### config.mk
export PLATFORM = sky130hd
export DESIGN_NAME = alu_sweep_driver_flat
export DESIGN_NICKNAME = d
export VERILOG_FILES = /design/src/rtl/alu_sweep_driver_if.sv /design/src/rtl/alu_sweep_driver.sv /design/src/flat_wrapper.sv
export SDC_FILE = /design/constraint.sdc
export NUM_CORES = 1
export LEC_CHECK = 0
export ABC_AREA = 1
export BUFFER_PORTS_ARGS = -buffer_cell sky130_fd_sc_hd__buf_2
export CAP_MARGIN = 10
export CORE_MARGIN = 10
export CORE_UTILIZATION = 25
export CTS_CLUSTER_DIAMETER = 120
export DETAILED_ROUTE_END_ITERATION = 8
export HOLD_SLACK_MARGIN = 0.12
export PLACE_DENSITY = 0.49
export SYNTH_ARGS = -nofsm -noshare
export SYNTH_HDL_FRONTEND = slang
export SYNTH_SLANG_ARGS = --single-unit
### constraint.sdc
create_clock -name clk -period 4.7 [get_ports clk]
set_clock_uncertainty 0.15 [all_clocks]
set_input_delay 0.94 -clock clk [delete_from_list [all_inputs] [get_ports clk]]
set_output_delay 0.94 -clock clk [all_outputs]
set_load 0.005 [all_outputs]
### src/rtl/alu_sweep_driver_if.sv
// ALU operand/result bus plus record stream for the ALU sweep driver.
// master: sweep driver (issues operands, emits records); slave: ALU + consumer.
interface alu_sweep_driver_if #(
  parameter int DATA_W = 8,
  parameter int OP_W   = 4
);
  logic [DATA_W-1:0] alu_a;
  logic [DATA_W-1:0] alu_b;
  logic [OP_W-1:0]   alu_opcode;
  logic [DATA_W-1:0] alu_result;
  logic              alu_cf;
  logic              alu_of;
  logic              alu_zf;
  logic              alu_nf;
  logic              rec_valid;
  logic              rec_ready;
  logic [DATA_W-1:0] rec_a;
  logic [DATA_W-1:0] rec_b;
  logic [OP_W-1:0]   rec_op;
  logic [DATA_W-1:0] rec_result;
  logic [3:0]        rec_flags;

  modport master (
    output alu_a, alu_b, alu_opcode,
    input  alu_result, alu_cf, alu_of, alu_zf, alu_nf,
    output rec_valid, rec_a, rec_b, rec_op, rec_result, rec_flags,
    input  rec_ready
  );

  modport slave (
    input  alu_a, alu_b, alu_opcode,
    output alu_result, alu_cf, alu_of, alu_zf, alu_nf,
    input  rec_valid, rec_a, rec_b, rec_op, rec_result, rec_flags,
    output rec_ready
  );
endinterface

### src/rtl/alu_sweep_driver.sv
// Sweeps op/a/b into an ALU, streams captured records, folds a signature.
// Ports: clk, rst_n, start, abort, busy, done, signature, vec_count, bus.
module alu_sweep_driver #(
  parameter int DATA_W        = 8,
  parameter int OP_W          = 4,
  parameter int A_MAX         = 127,
  parameter int B_MAX         = 127,
  parameter int SETTLE_CYCLES = 1
) (
  input  logic                clk,
  input  logic                rst_n,
  input  logic                start,
  input  logic                abort,
  output logic                busy,
  output logic                done,
  output logic [15:0]         signature,
  output logic [31:0]         vec_count,
  alu_sweep_driver_if.master  bus
);

  localparam int SW = (SETTLE_CYCLES > 1) ? $clog2(SETTLE_CYCLES) : 1;
  localparam logic [DATA_W-1:0] A_LAST  = DATA_W'(A_MAX);
  localparam logic [DATA_W-1:0] B_LAST  = DATA_W'(B_MAX);
  localparam logic [OP_W-1:0]   OP_LAST = '1;
  localparam logic [SW-1:0]     S_LAST  = SW'(SETTLE_CYCLES - 1);

  typedef enum logic [1:0] {
    IDLE,
    DRIVE,
    HOLD,
    DONE
  } state_t;

  state_t state, state_nx;

  logic [DATA_W-1:0] a_q, b_q;
  logic [OP_W-1:0]   op_q;
  logic [SW-1:0]     settle_q;
  logic              rv_q;
  logic [DATA_W-1:0] ra_q, rb_q, rres_q;
  logic [OP_W-1:0]   rop_q;
  logic [3:0]        rfl_q;
  logic [15:0]       sig_q;
  logic [31:0]       cnt_q;

  logic accept;
  logic last;
  logic settled;

  assign accept  = (state == HOLD) && rv_q && bus.rec_ready;
  assign last    = (op_q == OP_LAST) && (a_q == A_LAST)
                && (b_q == B_LAST);
  assign settled = (settle_q == S_LAST);

  always_ff @(posedge clk or negedge rst_n) begin
    if (!rst_n) state <= IDLE;
    else        state <= state_nx;
  end

  always_comb begin
    state_nx = state;
    unique case (state)
      IDLE, DONE: if (start) state_nx = DRIVE;
      DRIVE:      if (settled) state_nx = HOLD;
      HOLD:       if (accept) state_nx = last ? DONE : DRIVE;
      default:    state_nx = IDLE;
    endcase
    if (abort) state_nx = IDLE;
  end

  always_ff @(posedge clk or negedge rst_n) begin
    if (!rst_n) begin
      a_q      <= '0;
      b_q      <= '0;
      op_q     <= '0;
      settle_q <= '0;
      rv_q     <= 1'b0;
      ra_q     <= '0;
      rb_q     <= '0;
      rop_q    <= '0;
      rres_q   <= '0;
      rfl_q    <= '0;
      sig_q    <= '0;
      cnt_q    <= '0;
    end else if (abort) begin
      rv_q <= 1'b0;
    end else begin
      unique case (state)
        IDLE, DONE: begin
          if (start) begin
            a_q      <= '0;
            b_q      <= '0;
            op_q     <= '0;
            settle_q <= '0;
            sig_q    <= '0;
            cnt_q    <= '0;
          end
        end
        DRIVE: begin
          if (settled) begin
            ra_q   <= a_q;
            rb_q   <= b_q;
            rop_q  <= op_q;
            rres_q <= bus.alu_result;
            rfl_q  <= {bus.alu_cf, bus.alu_of,
                       bus.alu_zf, bus.alu_nf};
            rv_q   <= 1'b1;
          end else begin
            settle_q <= settle_q + 1'b1;
          end
        end
        HOLD: begin
          if (accept) begin
            sig_q    <= {sig_q[14:0], sig_q[15]}
                      ^ 16'({rfl_q, rres_q});
            cnt_q    <= cnt_q + 32'd1;
            rv_q     <= 1'b0;
            settle_q <= '0;
            // Final vector keeps operands so alu_* hold in DONE.
            if (!last) begin
              if (b_q == B_LAST) begin
                b_q <= '0;
                if (a_q == A_LAST) begin
                  a_q  <= '0;
                  op_q <= op_q + 1'b1;
                end else begin
                  a_q <= a_q + 1'b1;
                end
              end else begin
                b_q <= b_q + 1'b1;
              end
            end
          end
        end
        default: ;
      endcase
    end
  end

  assign bus.alu_a      = a_q;
  assign bus.alu_b      = b_q;
  assign bus.alu_opcode = op_q;
  assign bus.rec_valid  = rv_q;
  assign bus.rec_a      = ra_q;
  assign bus.rec_b      = rb_q;
  assign bus.rec_op     = rop_q;
  assign bus.rec_result = rres_q;
  assign bus.rec_flags  = rfl_q;

  assign busy      = (state == DRIVE) || (state == HOLD);
  assign done      = (state == DONE);
  assign signature = sig_q;
  assign vec_count = cnt_q;

endmodule
### src/flat_wrapper.sv
// flat-port wrapper written by rule: the top's interface ports become plain ports
module alu_sweep_driver_flat 
#(
  parameter int DATA_W        = 8,
  parameter int OP_W          = 4,
  parameter int A_MAX         = 127,
  parameter int B_MAX         = 127,
  parameter int SETTLE_CYCLES = 1
)
  (clk, rst_n, start, abort, busy, done, signature, vec_count, bus_alu_a, bus_alu_b, bus_alu_opcode, bus_alu_result, bus_alu_cf, bus_alu_of, bus_alu_zf, bus_alu_nf, bus_rec_valid, bus_rec_a, bus_rec_b, bus_rec_op, bus_rec_result, bus_rec_flags, bus_rec_ready);
  alu_sweep_driver_if #(.DATA_W(DATA_W), .OP_W(OP_W)) bus_i ();
  input  logic clk;
  input  logic rst_n;
  input  logic start;
  input  logic abort;
  output logic busy;
  output logic done;
  output logic [15:0] signature;
  output logic [31:0] vec_count;
  output wire logic [$bits(bus_i.alu_a)-1:0] bus_alu_a;
  output wire logic [$bits(bus_i.alu_b)-1:0] bus_alu_b;
  output wire logic [$bits(bus_i.alu_opcode)-1:0] bus_alu_opcode;
  input wire logic [$bits(bus_i.alu_result)-1:0] bus_alu_result;
  input wire logic [$bits(bus_i.alu_cf)-1:0] bus_alu_cf;
  input wire logic [$bits(bus_i.alu_of)-1:0] bus_alu_of;
  input wire logic [$bits(bus_i.alu_zf)-1:0] bus_alu_zf;
  input wire logic [$bits(bus_i.alu_nf)-1:0] bus_alu_nf;
  output wire logic [$bits(bus_i.rec_valid)-1:0] bus_rec_valid;
  output wire logic [$bits(bus_i.rec_a)-1:0] bus_rec_a;
  output wire logic [$bits(bus_i.rec_b)-1:0] bus_rec_b;
  output wire logic [$bits(bus_i.rec_op)-1:0] bus_rec_op;
  output wire logic [$bits(bus_i.rec_result)-1:0] bus_rec_result;
  output wire logic [$bits(bus_i.rec_flags)-1:0] bus_rec_flags;
  input wire logic [$bits(bus_i.rec_ready)-1:0] bus_rec_ready;
  assign bus_alu_a = bus_i.alu_a;
  assign bus_alu_b = bus_i.alu_b;
  assign bus_alu_opcode = bus_i.alu_opcode;
  assign bus_i.alu_result = bus_alu_result;
  assign bus_i.alu_cf = bus_alu_cf;
  assign bus_i.alu_of = bus_alu_of;
  assign bus_i.alu_zf = bus_alu_zf;
  assign bus_i.alu_nf = bus_alu_nf;
  assign bus_rec_valid = bus_i.rec_valid;
  assign bus_rec_a = bus_i.rec_a;
  assign bus_rec_b = bus_i.rec_b;
  assign bus_rec_op = bus_i.rec_op;
  assign bus_rec_result = bus_i.rec_result;
  assign bus_rec_flags = bus_i.rec_flags;
  assign bus_i.rec_ready = bus_rec_ready;
  alu_sweep_driver #(.DATA_W(DATA_W), .OP_W(OP_W), .A_MAX(A_MAX), .B_MAX(B_MAX), .SETTLE_CYCLES(SETTLE_CYCLES)) u_core (.clk(clk), .rst_n(rst_n), .start(start), .abort(abort), .busy(busy), .done(done), .signature(signature), .vec_count(vec_count), .bus(bus_i));
endmodule
# Word level (Yosys, flattened, before mapping)

Index checks and enable logic that the tools add are counted.

Flip-flop bits (word level): 104
Bits of input ports: 17
Output and inout port bits: 103
Logic and storage cells: 87

Add/subtract/negate cells: 5
Equality and inequality tests: 14
Mux-type cells: 35
Bitwise logic cells: 3
Reductions and logical operators: 17

Operators by type and width:

| cell                                                             | number |
|---|---|
| 32-bit 2-to-1 mux                                                | 2 |
| 8-bit 2-to-1 mux                                                 | 8 |
| 32-bit one-hot mux with 2 select lines                           | 1 |
| 32-bit by 1-bit adder with 32-bit output (second input constant) | 1 |
| 16-bit 2-to-1 mux                                                | 2 |
| 16-bit one-hot mux with 2 select lines                           | 1 |
| 8-bit one-hot mux with 2 select lines                            | 2 |
| 4-bit 2-to-1 mux                                                 | 5 |
| 8-bit by 1-bit adder with 8-bit output (second input constant)   | 2 |
| 8-bit by 7-bit == test with 1-bit output (second input constant) | 2 |
| 16-bit by 12-bit bitwise XOR with 16-bit output                  | 1 |
| 3-bit AND reduction                                              | 4 |
| 2-bit 2-to-1 mux                                                 | 5 |
| 2-bit inequality test (second input constant)                    | 4 |
| 4-bit one-hot mux with 2 select lines                            | 1 |
| 7-bit AND reduction                                              | 1 |
| 3-bit inequality test (second input constant)                    | 2 |
| 2-bit one-hot mux with 3 select lines                            | 1 |
| 6-bit AND reduction                                              | 1 |
| 1-bit 2-to-1 mux                                                 | 5 |
| 5-bit AND reduction                                              | 1 |
| 4-bit by 1-bit adder with 4-bit output (second input constant)   | 1 |
| 2-bit == test (second input constant)                            | 2 |
| 4-bit == test (second input constant)                            | 1 |
| other kinds (14)                                                 | 18 |

# Depth between registers and ports, before layout

Gate-level depths: netlist of run 1.

Depth after elaboration: 7
Mapped depth: 12
Mapped depth without buffers: 11

# Least setup slack after synthesis of run 1

Ideal clock, no wire load.

Path kind: input -> register
From: in abort
To: reg u_core.rb_q[0] (netlist: u_core.bus.rec_b[0])
Arrival: 1766 ps
Required time: 4425 ps
Path slack: 2659 ps
Stages: 4
Cells stage by stage: inv_1 > nand2_1 > buf_2 > mux2_2

Longest elaborated chain between the ends: 2

RTL lines:

| element                       | line                    | RTL |
|---|---|---|
| start, declared               | flat_wrapper.sv:15      | `input logic abort;` |
| 1-bit NOT (no line)           | --                      |  |
| 3-bit AND reduction (no line) | --                      |  |
| end signal, assigned          | alu_sweep_driver.sv:102 | `rb_q <= b_q;` |
| end, declared                 | alu_sweep_driver.sv:40  | `logic [DATA_W-1:0] ra_q, rb_q, rres_q;` |

No other way between the ends.
A chain may end at the register's enable or synchronous reset.

# Worst setup path in the final report of run 1

From: reg u_core.state[0]
To: reg u_core.cnt_q[29] (netlist: u_core.vec_count[29])

Longest elaborated chain between the ends: 5
Elaborated cells between the ends (all ways): 11

RTL lines:

| element                                                    | line                                           | RTL |
|---|---|---|
| start, declared                                            | alu_sweep_driver.sv:34                         | `state_t state, state_nx;` |
| start signal, assigned                                     | alu_sweep_driver.sv:57                         | `else state <= state_nx;` |
| 2-bit == test                                              | alu_sweep_driver.sv:50, alu_sweep_driver.sv:88 |  |
| 1-bit logical AND (2 in series)                            | alu_sweep_driver.sv:50                         | `assign accept = (state == HOLD) && rv_q && bus.rec_ready;` |
| 2-bit by 1-bit inequality test with 1-bit output (no line) | --                                             |  |
| 4-bit AND reduction (no line)                              | --                                             |  |
| end signal, assigned                                       | alu_sweep_driver.sv:116                        | `cnt_q <= cnt_q + 32'd1;` |
| end, declared                                              | alu_sweep_driver.sv:44                         | `logic [31:0] cnt_q;` |

Parallel ways exist; a longest one is shown, timed or not.

==> results.md, run 1 <==
- Core Box Area: 21,200 µm²
- Clock slew at reported path FFs: 0.08 ns
- Die height: 168 µm
- Ys Warns: 0
- Starting density of the core: about a quarter
- VDD IR max: ~170 µV
- Largest net degree at the start of global routing: 91
- Mapped cell area: 5440 µm²
- Post-CTS Hold Fix Bufs: 0
- Sequential area share after synthesis: between 40% and 50%
- Period utilisation layout: 54.0%
- Post-CTS sizing: 0
- WHS: 0.274 ns
- ANT cells: 0
- Cell type with the largest total area after synthesis: dfrtp_1
- CTS tree: built
- Critical Path Source Type: register
- RSZ-0062 raised after global routing: false
- WL final: approximately 16,000 µm
- CTS Root Cell: clkbuf_16
- Worst skew pair latency: between 0.3 and 0.4 ns
- Synth-to-Final Area Change: 21.7%
- Avg Vias per Cell: 4.36
- Routed WL per cell: around 15 µm
- Req. time, crit path: 4.78 ns
- Final setup viols: 0
- Overflow after GRT: 0
- Slew Viols, Final: 0
- Post-route setup TNS: 0 ns
- First-pass GRT wire length: 25,200 µm
- Clock Sinks: 103
- Comb pwr share: 22.4%
- Worst Path Max Fanout: 31
- Status: completed
- Main area contributors after synthesis: dfrtp_1 47%, nand2_1 13%, nor2_1 5.0%
- Min Tclk post-route: 2.54 ns
- # fillers: about 2,300
- DR iter-0 viols: 247
- CP Class: register to register
- HPWL after DPL: between 10,000 and 15,000 µm
- CTS Buffer Depth: 2
- DIE AREA: 28,100 µm²
- Fin nets: 802
- Vias in the first global route: 4,581
- Post-CTS Setup Bufs: 0
- H-Tree Depth: 3
- CP Data Arrival Time: around 2.6 ns
- Post-route DRC: 0
- I/O Buffers: 119
- Total number of vias: 4,613
- Layout cells sized above 1: approximately a quarter
- GPL Wtd Cong: 0.791
- Max_cap viols: 0
- Pwr dens: between 300 and 400 nW/µm²
- Hold Fails Final Rpt: 0
- Mean Syn Cell Area: 8.23 µm²
- Worst hold path class: input pin to async pin
- Worst-Margin Slew: 0.942 ns
- Library cells used by synthesis: 37
- Synth Net Count: 685
- Post-DRT Antenna Nets: 0
- Row cnt: 53
- Clock share of power: about a third
- Share of Yosys cell area claimed by the top area cell type: 47.4%
- Top Ports: 120
- Die Span X: approximately 170 µm
- P_int: 0.00161 W
- Synth Instances: 661
- Switching power: 0.000781 W
- Slew Limit Headroom: 37.0%
- Initial antenna violation count: 0
- Seq pwr share: between 40% and 50%
- F_max: 394 MHz
- Leak Pwr: 3.30 nW
- Seq cells post-synth: 103
- Setup crit end kind: register
- All-Layer GR Usage: 10.9%
- Drt first pass iters: 5
- Switching share of total power: 32.6%
- Post-layout util: 31.2%
- CTS Buf Count: 9
cell usage in the layout, fill, tap and decap left out, types with 2 or more instances in the layout:
cell	Yosys	layout
a21oi_1	15	15
o21ai_0	29	29
mux2_2	19	19
nand2_1	192	191
inv_2	5	5
o31ai_1	11	11
nand3b_1	2	2
o21ai_2	6	6
inv_1	60	60
inv_6	0	2
xor2_1	5	5
clkinvlp_4	0	2
nand3_1	32	32
clkinv_1	2	2
nand2_4	5	5
nor2_4	9	9
buf_4	5	4
nor2_1	73	73
or2_2	2	2
buf_2	5	118
nand2_2	10	11
o22ai_1	4	4
nand4_1	18	18
clkbuf_16	0	9
ha_1	7	7
clkinv_2	2	2
o21ai_1	5	5
dfrtp_1	103	103
nor3_1	4	4
o211ai_1	3	3
nor2_2	6	6
xnor2_1	11	11
cell families (layout without fill, tap and decap cells):
family / count (synthesis) / in the layout / share of synthesized area [%]
AOI/OAI and AO/OA: 75 / 75 / 8.21
xor gates and xnor gates: 16 / 16 / 2.57
adders and majority gates: 7 / 7 / 1.61
buffers and inverters: 86 / 208 / 6.87
DFF: 103 / 103 / 47.4
muxes: 19 / 19 / 3.93
and+or+nand+nor: 355 / 355 / 29.4
path summary, 6_finish.rpt:
path / startpoint / endpoint / slack, ns / cells after the start
min in group clk: u_core.bus.rec_a[0]$_DFFE_PN0P_ / u_core.bus.rec_a[0]$_DFFE_PN0P_ / 0.34 / 2
setup / recovery: u_core.state[0]$_DFFE_PN0P_ / u_core.vec_count[29]$_DFFE_PN0P_ / 2.16 / 11
setup reg to reg: u_core.state[0]$_DFFE_PN0P_ / u_core.vec_count[29]$_DFFE_PN0P_ / 2.16 / 11
hold reg to reg: u_core.bus.rec_a[0]$_DFFE_PN0P_ / u_core.bus.rec_a[0]$_DFFE_PN0P_ / 0.34 / 2
max in group asynchronous: rst_n / u_core.bus.alu_b[7]$_DFFE_PN0P_ / 3.33 / 2
hold / removal: rst_n / u_core.vec_count[18]$_DFFE_PN0P_ / 0.27 / 1
cells in the mapped netlist, drive strengths merged:
cell type and number:
or2 2, xnor2 11, a32o 1, nand3 33
buf 13, nor3 4, nand3b 2, o211ai 3
xor2 5, a21oi 16, clkbuf 4, nand2 207
nor2 89, ha 7, inv 65, mux2 19
dfrtp 103, clkinv 4, o22ai 4, nand4 18
o31ai 11, o21ai 40
final cells by class:
class | count | area, µm² | share of cell area (%)
clock buffers | 10 | 229 | 3.46
clock inverters | 6 | 78.8 | 1.19
inverters | 69 | 262 | 3.95
multi-input cells | 472 | 2490 | 37.6
flip-flops and latches | 103 | 2580 | 38.9
well taps | 275 | 344 | 5.19
repair buffers | 123 | 641 | 9.67
stage by stage:
stage	total power, W	instances	setup WS [ns]	cell area [µm²]
after global placement	0.00163	1042	2.03	6320
after global routing	0.00254	1058	1.90	6630
after floorplan	0.00143	661	2.66	5440
after detailed placement	0.00164	1042	1.99	6320
after CTS	0.00244	1058	2.06	6630
final	0.00239	1058	2.16	6630
sequential cells by signal (all words and copies together) (netlist names):
name                   cells
u_core.vec_count          32
u_core.bus.alu_opcode      4
u_core.signature          16
u_core.bus.rec_valid       1
u_core.state               2
u_core.bus.alu_a           8
u_core.bus.rec_op          4
u_core.bus.rec_flags       4
u_core.bus.rec_b           8
u_core.bus.alu_b           8
u_core.bus.rec_a           8
u_core.bus.rec_result      8
power by group through the flow:
stage               Sequential [W]  Clock (W)  Combinational [W]
finish                     0.00106   0.000791           0.000536
global route               0.00108   0.000858           0.000605
CTS                        0.00107   0.000820           0.000556
detailed placement         0.00108          0           0.000554
global placement           0.00108          0           0.000552
floorplan                  0.00107          0           0.000355
worst max-delay path, stage by stage, from the launching register on:
cell     delay, ns
dfrtp_1       0.39
inv_1         0.06
ha_1          0.19
buf_4         0.25
inv_2         0.35
a21oi_2       0.08
nor2_4        0.39
nand2_4       0.14
nor2_4        0.20
nand3_1       0.09
nand2_1       0.07
nor2_1        0.05
metal layers:
layer,vias to the layer above,wire length (µm),global-route usage (%)
met3,12,626,2.39
met4,0,201,3.71
met5,-,0,0
met2,81,7400,17.9
met1,2160,7360,14.0
li1,2360,-,-
Power figures use the tool's default switching activity.
==> run 2: changes to the inputs <==
--- a/config.mk
+++ b/config.mk
@@ -5,7 +5,7 @@
 export SDC_FILE = /design/constraint.sdc
 export NUM_CORES = 1
 export LEC_CHECK = 0
-export ABC_AREA = 1
+export ABC_AREA = 0
 export BUFFER_PORTS_ARGS = -buffer_cell sky130_fd_sc_hd__buf_2
 export CAP_MARGIN = 10
 export CORE_MARGIN = 10
@@ -13,7 +13,7 @@
 export CTS_CLUSTER_DIAMETER = 120
 export DETAILED_ROUTE_END_ITERATION = 8
 export HOLD_SLACK_MARGIN = 0.12
-export PLACE_DENSITY = 0.49
+export PLACE_DENSITY = 0.51
 export SYNTH_ARGS = -nofsm -noshare
 export SYNTH_HDL_FRONTEND = slang
 export SYNTH_SLANG_ARGS = --single-unit
==> constraint.sdc (replaced) <==
create_clock -name clk -period 2.3 [get_ports clk]
set_clock_uncertainty 0.15 [all_clocks]
set_input_delay 0.46 -clock clk [delete_from_list [all_inputs] [get_ports clk]]
set_output_delay 0.46 -clock clk [all_outputs]
set_load 0.005 [all_outputs]
==> results.md, run 2 <==
- Status: finished, violations left
- Failing checks: negative setup slack
- # fillers: around 2,000
- Largest register FFs: 32
- Die height: 162 µm
- HPWL after DPL: 11,100 µm
- Critical Path Source Type: register
- Flop2flop setup slack: -0.11 ns
- Sequential area share after synthesis: 51.1%
- DIE AREA: 26,300 µm²
- Multi-input logic area: 2560 µm²
- CP Class: register to register
- R2r endpoint: u_core.vec_count[30]$_DFFE_PN0P_
- DR iter-0 viols: 243
- Core Box Area: 19,700 µm²
- CTS tree: built
- CTS Buffer Depth: 2
- Clock Sinks: 103
- GPL Wtd Cong: about 0.83
- CTS Buf Count: 9
- Final setup viols: 9
- Fin nets: 669
- All-Layer GR Usage: 11.6%
- Drt first pass iters: 5
- Slew Viols, Final: 0
- Worst r2r path cells: 7
- First-pass GRT wire length: 24,500 µm
- Overflow after GRT: 0
- Synth Net Count: 484
- Vias in the first global route: about 4,400
- Max_cap viols: 0
- Total number of vias: 4,260
- Async S/R FF share, synth: 100%
- Largest net degree at the start of global routing: 50
- Ys Warns: 0
- Pwr dens: 741 nW/µm²
- H-Tree Depth: 3
- Worst-Margin Slew: 0.628 ns
- Leak Pwr: 3.54 nW
- Initial antenna violation count: 0
- Worst skew pair latency: about 0.36 ns
- Library cells used by synthesis: 57
- FF+latch area: 2580 µm²
- Worst Path Max Fanout: 3
- Slew Limit Headroom: 57.8%
- Post-route setup TNS: -0.353 ns
- Period utilisation layout: 105%
- Hold Fails Final Rpt: 0
- Worst hold path endpoint: u_core.bus.rec_result[6]$_DFFE_PN0P_
- Clock slew at reported path FFs: 0.08 ns
- CP Data Arrival Time: 2.55 ns
- Row cnt: 51
- F_max: 416 MHz
- I/O Buffers: 119
- Layout cells sized above 1: 46.3%
- Dominant synthesized flop cell: dfrtp_1
- Min Tclk post-route: 2.41 ns
- Number of synthesized flops with an enable pin: 0
- Final WS setup: -0.106 ns
- Hold path cells: 2
- Mean Syn Cell Area: roughly 11 µm²
- Hold Startpoint: bus_alu_result[6]
- Top Ports: 120
- Mapped cell area: 5050 µm²
- Setup crit end kind: register
- Seq cells post-synth: 103
- Synth-to-Final Area Change: 42.4%
- CTS Root Cell: clkbuf_16
- Synth cell count leaders: 103 x dfrtp_1, 45 x nand2_1, 33 x mux2_2, 33 x nor2_1, 33 x xnor2_1
- Commonest cells after routing, fill and taps aside: 118 x buf_2, 102 x dfrtp_1, 65 x buf_4
- Main area contributors after synthesis: dfrtp_1 51%, mux2_2 7.4%, xnor2_1 5.7%
- Pre-CTS WS: -0.162 ns
- Die Span X: 162 µm
- Commonest non-fill, non-tap cell in the layout: buf_2
- Post-route DRC: 0
- RSZ-0062 raised after global routing: true
- Cell type with the largest total area after synthesis: dfrtp_1
- Worst hold path class: input pin to register
- Post-DRT Antenna Nets: 0
- VDD IR max: 513 µV
- Reg2reg start: u_core.state[0]$_DFFE_PN0P_
- Routed WL per cell: between 15 and 20 µm
- Req. time, crit path: 2.44 ns
- ANT cells: 0
- Avg Vias per Cell: 4.66
- Synth Instances: 460
- Most frequent cell after synthesis: dfrtp_1
- Starting density of the core: about a quarter
- WL final: 15,200 µm
- Share of Yosys cell area claimed by the top area cell type: slightly above 50%
-- run 2: changes by cell type after synthesis, sizes merged, moves of 8 or more --
cell / previous run / this run
inv: 65 / 9
nor2: 89 / 35
nand3: 33 / 20
clkbuf: 4 / 16
xnor2: 11 / 33
o31ai: 11 / 22
mux2: 19 / 34
nor4: 0 / 14
o21ai: 40 / 20
nand2: 207 / 45
nand4: 18 / 10
-- run 2: metal layers --
layer | vias up | global-route usage [%] | wire, µm
met1 | 2107 | 14.3 | 6810
met5 | - | 0 | 0
met3 | 16 | 4.45 | 966
met4 | 0 | 2.56 | 167
met2 | 113 | 19.0 | 7210
li1 | 2024 | - | -
-- run 2: how the worst max path moves through the flow --
| stage | start | slack, ns | to | cells after the start |
|---|---|---|---|---|
| global route | u_core.state[0]$_DFFE_PN0P_ | -0.15 | u_core.vec_count[30]$_DFFE_PN0P_ | 7 |
| finish | u_core.state[0]$_DFFE_PN0P_ | -0.11 | u_core.vec_count[30]$_DFFE_PN0P_ | 7 |
| detailed placement | u_core.state[0]$_DFFE_PN0P_ | -0.16 | u_core.vec_count[10]$_DFFE_PN0P_ | 8 |
| global placement | u_core.state[0]$_DFFE_PN0P_ | -0.14 | u_core.vec_count[10]$_DFFE_PN0P_ | 8 |
| floorplan | u_core.state[0]$_DFFE_PN0P_ | 0.006 | u_core.state[0]$_DFFE_PN0P_ | 8 |
| CTS | u_core.state[1]$_DFFE_PN0P_ | -0.07 | u_core.vec_count[30]$_DFFE_PN0P_ | 6 |
-- run 2: kinds of logic after synthesis --
family / count (synthesis) / synth area share (%)
and+or+nand+nor: 171 / 19.9
DFF: 103 / 51.1
AOI/OAI and AO/OA: 75 / 10.2
xor gates and xnor gates: 38 / 6.59
muxes: 34 / 7.58
buffers and inverters: 32 / 3.00
adders and majority gates: 7 / 1.73
-- run 2: cell type report --
cell class | count | share of cell area (%)
well taps | 265 | 4.61
inverters | 9 | 0.470
flip-flops and latches | 103 | 35.9
multi-input cells | 325 | 35.7
repair buffers | 197 | 18.3
clock buffers | 9 | 3.13
clock inverters | 7 | 2.00
-- run 2: critical path, stage by stage (launching register included) --
cell and delay (ns):
dfrtp_1 0.42, inv_2 0.07, ha_2 0.28, and2b_2 0.24, or3_4 0.36, or3_4 0.38, or3_4 0.33, a21oi_2 0.11
-- run 2: through the flow --
step	utilization, %	instance area (µm²)	hold slack [ns]	cells	total power [W]
2_1_floorplan	-	5070	0.0144	460	0.00277
3_3_place_gp	32.5	6390	0.277	883	0.00331
3_5_place_dp	32.5	6390	0.283	883	0.00334
4_1_cts	35.1	6890	0.165	905	0.00530
5_1_grt	36.6	7190	0.163	915	0.00564
6_report	36.6	7190	0.177	915	0.00533
-- run 2: what timing repair did --
item	CTS	global route
buffers inserted	4	9
hold buffers	1	0
endpoints found under the hold margin	27	0
gates cloned	1	1
endpoints found under the setup margin	16	32
gates resized for setup	11	44
pin swaps	4	23
-- run 2: where the power goes --
part           switching, W  internal, W
registers          0.000155      0.00198
logic              0.000650     0.000621
clock network      0.000738      0.00118
==> run 3: changes to the inputs <==
--- a/config.mk
+++ b/config.mk
@@ -5,7 +5,7 @@
 export SDC_FILE = /design/constraint.sdc
 export NUM_CORES = 1
 export LEC_CHECK = 0
-export ABC_AREA = 0
+export ABC_AREA = 1
 export BUFFER_PORTS_ARGS = -buffer_cell sky130_fd_sc_hd__buf_2
 export CAP_MARGIN = 10
 export CORE_MARGIN = 10
@@ -13,7 +13,7 @@
 export CTS_CLUSTER_DIAMETER = 120
 export DETAILED_ROUTE_END_ITERATION = 8
 export HOLD_SLACK_MARGIN = 0.12
-export PLACE_DENSITY = 0.51
+export PLACE_DENSITY = 0.5
 export SYNTH_ARGS = -nofsm -noshare
 export SYNTH_HDL_FRONTEND = slang
 export SYNTH_SLANG_ARGS = --single-unit
==> results.md, run 3 (synthesis results as in run 1) <==
- Post-CTS sizing: 0
- Worst skew pair latency: 0.36 ns
- Comb pwr share: 24.3%
- Layout cells sized above 1: roughly 28%
- Switching power: 0.00159 W
- Post-DRT Antenna Nets: 0
- Vias in the first global route: 4,740
- Core Box Area: 21,200 µm²
- CTS tree: built
- Overflow after GRT: 0
- Setup crit end kind: register
- CP Data Arrival Time: 2.15 ns
- Clock share of power: 32.1%
- Crit-path cells: inv_1, ha_1, buf_4, nor2_1, clkinv_1, buf_4, nand2_1, nor2_1
- P_int: 0.00339 W
- Post-layout util: 31.9%
- Worst Path Max Fanout: 11
- Clock slew at reported path FFs: approximately 0.080 ns
- Flop2flop setup slack: 0.24 ns
- Top Ports: 120
- Slowest stage delay, CP: 0.40 ns
- Initial antenna violation count: 0
- Post-route setup TNS: 0 ns
- Die Span X: between 150 and 200 µm
- Row cnt: 53
- Seq pwr share: 43.6%
- Clock Sinks: 103
- Fin nets: roughly 820
- Largest net degree at the start of global routing: 43
- DR iter-0 viols: 224
- Max_cap viols: 0
- Min Tclk post-route: a little over 2 ns
- Synth-to-Final Area Change: 24.2%
- WL final: around 16,000 µm
- Hold path cells: 2
- Leak Pwr: roughly 3.4 nW
- ANT cells: 0
- F_max: 485 MHz
- RSZ-0062 raised after global routing: false
- Slew Limit Headroom: 67.1%
- GPL Wtd Cong: 0.797
- Worst hold path class: input pin to register
- Reg2reg start: u_core.state[0]$_DFFE_PN0P_
- H-Tree Depth: 3
- I/O Buffers: 119
- All-Layer GR Usage: between 10% and 20%
- CTS Buf Count: 9
- Crit-path slowest cell: dfrtp_1
- Slew Viols, Final: 0
- First-pass GRT wire length: approximately 27,000 µm
- Largest register FFs: 32
- Total number of vias: 4,650
- Post-route DRC: 0
- Starting density of the core: 25.6%
- DIE AREA: approximately 28,000 µm²
- Switching share of total power: 31.9%
- Hold Fails Final Rpt: 0
- R2r endpoint: u_core.vec_count[29]$_DFFE_PN0P_
- Worst r2r path cells: 8
- Avg Vias per Cell: 4.33
- Critical Path Source Type: register
- Commonest cells after routing, fill and taps aside: 191 x nand2_1, 118 x buf_2, 103 x dfrtp_1
- Setup crit end: u_core.vec_count[29]$_DFFE_PN0P_
- Routed WL per cell: 15.0 µm
- Pwr dens: about 740 nW/µm²
- CTS Root Cell: clkbuf_16
- CTS Buffer Depth: 2
- HPWL after DPL: 12,300 µm
- Status: completed
- Worst-Margin Slew: ~0.5 ns
- Req. time, crit path: around 2.4 ns
- CP Class: register to register
- Crit path from: u_core.state[0]$_DFFE_PN0P_
- VDD IR max: between 200 and 300 µV
- Commonest non-fill, non-tap cell in the layout: nand2_1
- Drt first pass iters: 4
- Period utilisation layout: 89.6%
- Final setup viols: 0
- Die height: ~170 µm
run 3: worst min path at each step:
stage / start / end / slack [ns]
after global routing: bus_alu_result[4] / u_core.bus.rec_result[4]$_DFFE_PN0P_ / 0.17
after floorplan: rst_n / u_core.bus.alu_a[0]$_DFFE_PN0P_ / 0.01
after detailed placement: rst_n / u_core.vec_count[4]$_DFFE_PN0P_ / 0.31
after global placement: rst_n / u_core.vec_count[4]$_DFFE_PN0P_ / 0.31
after CTS: bus_alu_result[0] / u_core.bus.rec_result[0]$_DFFE_PN0P_ / 0.16
final: bus_alu_result[0] / u_core.bus.rec_result[0]$_DFFE_PN0P_ / 0.18
run 3: final cells by class:
class / instances / area, µm²
Fill cell: 2319 / 14500
Sequential cell: 103 / 2580
Multi-Input combinational cell: 472 / 2490
Timing Repair Buffer: 139 / 788
Tap cell: 275 / 344
Inverter: 69 / 262
Clock buffer: 11 / 243
Clock inverter: 4 / 53.8
run 3: power by group through the flow:
stage / clock [W] / sequential, W / combinational (W)
global route: 0.00173 / 0.00221 / 0.00135
detailed placement: 0 / 0.00222 / 0.00119
finish: 0.00160 / 0.00217 / 0.00121
floorplan: 0 / 0.00219 / 0.000725
CTS: 0.00167 / 0.00218 / 0.00120
global placement: 0 / 0.00221 / 0.00119
run 3: through the flow:
stage | power (W) | area (µm²) | instances | hold slack (ns) | setup slack (ns)
6_report | 0.00498 | 6760 | 1073 | 0.178 | 0.239
5_1_grt | 0.00529 | 6760 | 1073 | 0.169 | 0.0392
4_1_cts | 0.00505 | 6730 | 1070 | 0.162 | 0.177
3_5_place_dp | 0.00341 | 6420 | 1054 | 0.307 | 0.201
3_3_place_gp | 0.00340 | 6420 | 1054 | 0.311 | 0.201
2_1_floorplan | 0.00292 | 5440 | 661 | 0.0144 | 0.513
run 3: worst max-delay path: cells and delay by family, from the launching register on:
family,cells,cell delay (ns)
adder cells (fa/ha/maj),1,0.29
buffers and inverters,4,0.81
flip-flops,1,0.40
AND/OR/NAND/NOR,3,0.30
run 3: per-layer routing:
metal | global-route usage, % | part of all wire (%) | vias up
li1 | - | - | 2390
met2 | 18.7 | 47 | 94
met5 | 0 | 0 | -
met4 | 3.94 | 1.6 | 0
met3 | 2.46 | 3.9 | 15
met1 | 14.8 | 48 | 2151
run 3: what timing repair did:
item,CTS,global route
setup endpoints to repair,0,3
endpoints found under the hold margin,30,0
setup buffers,0,3
hold buffers,1,0
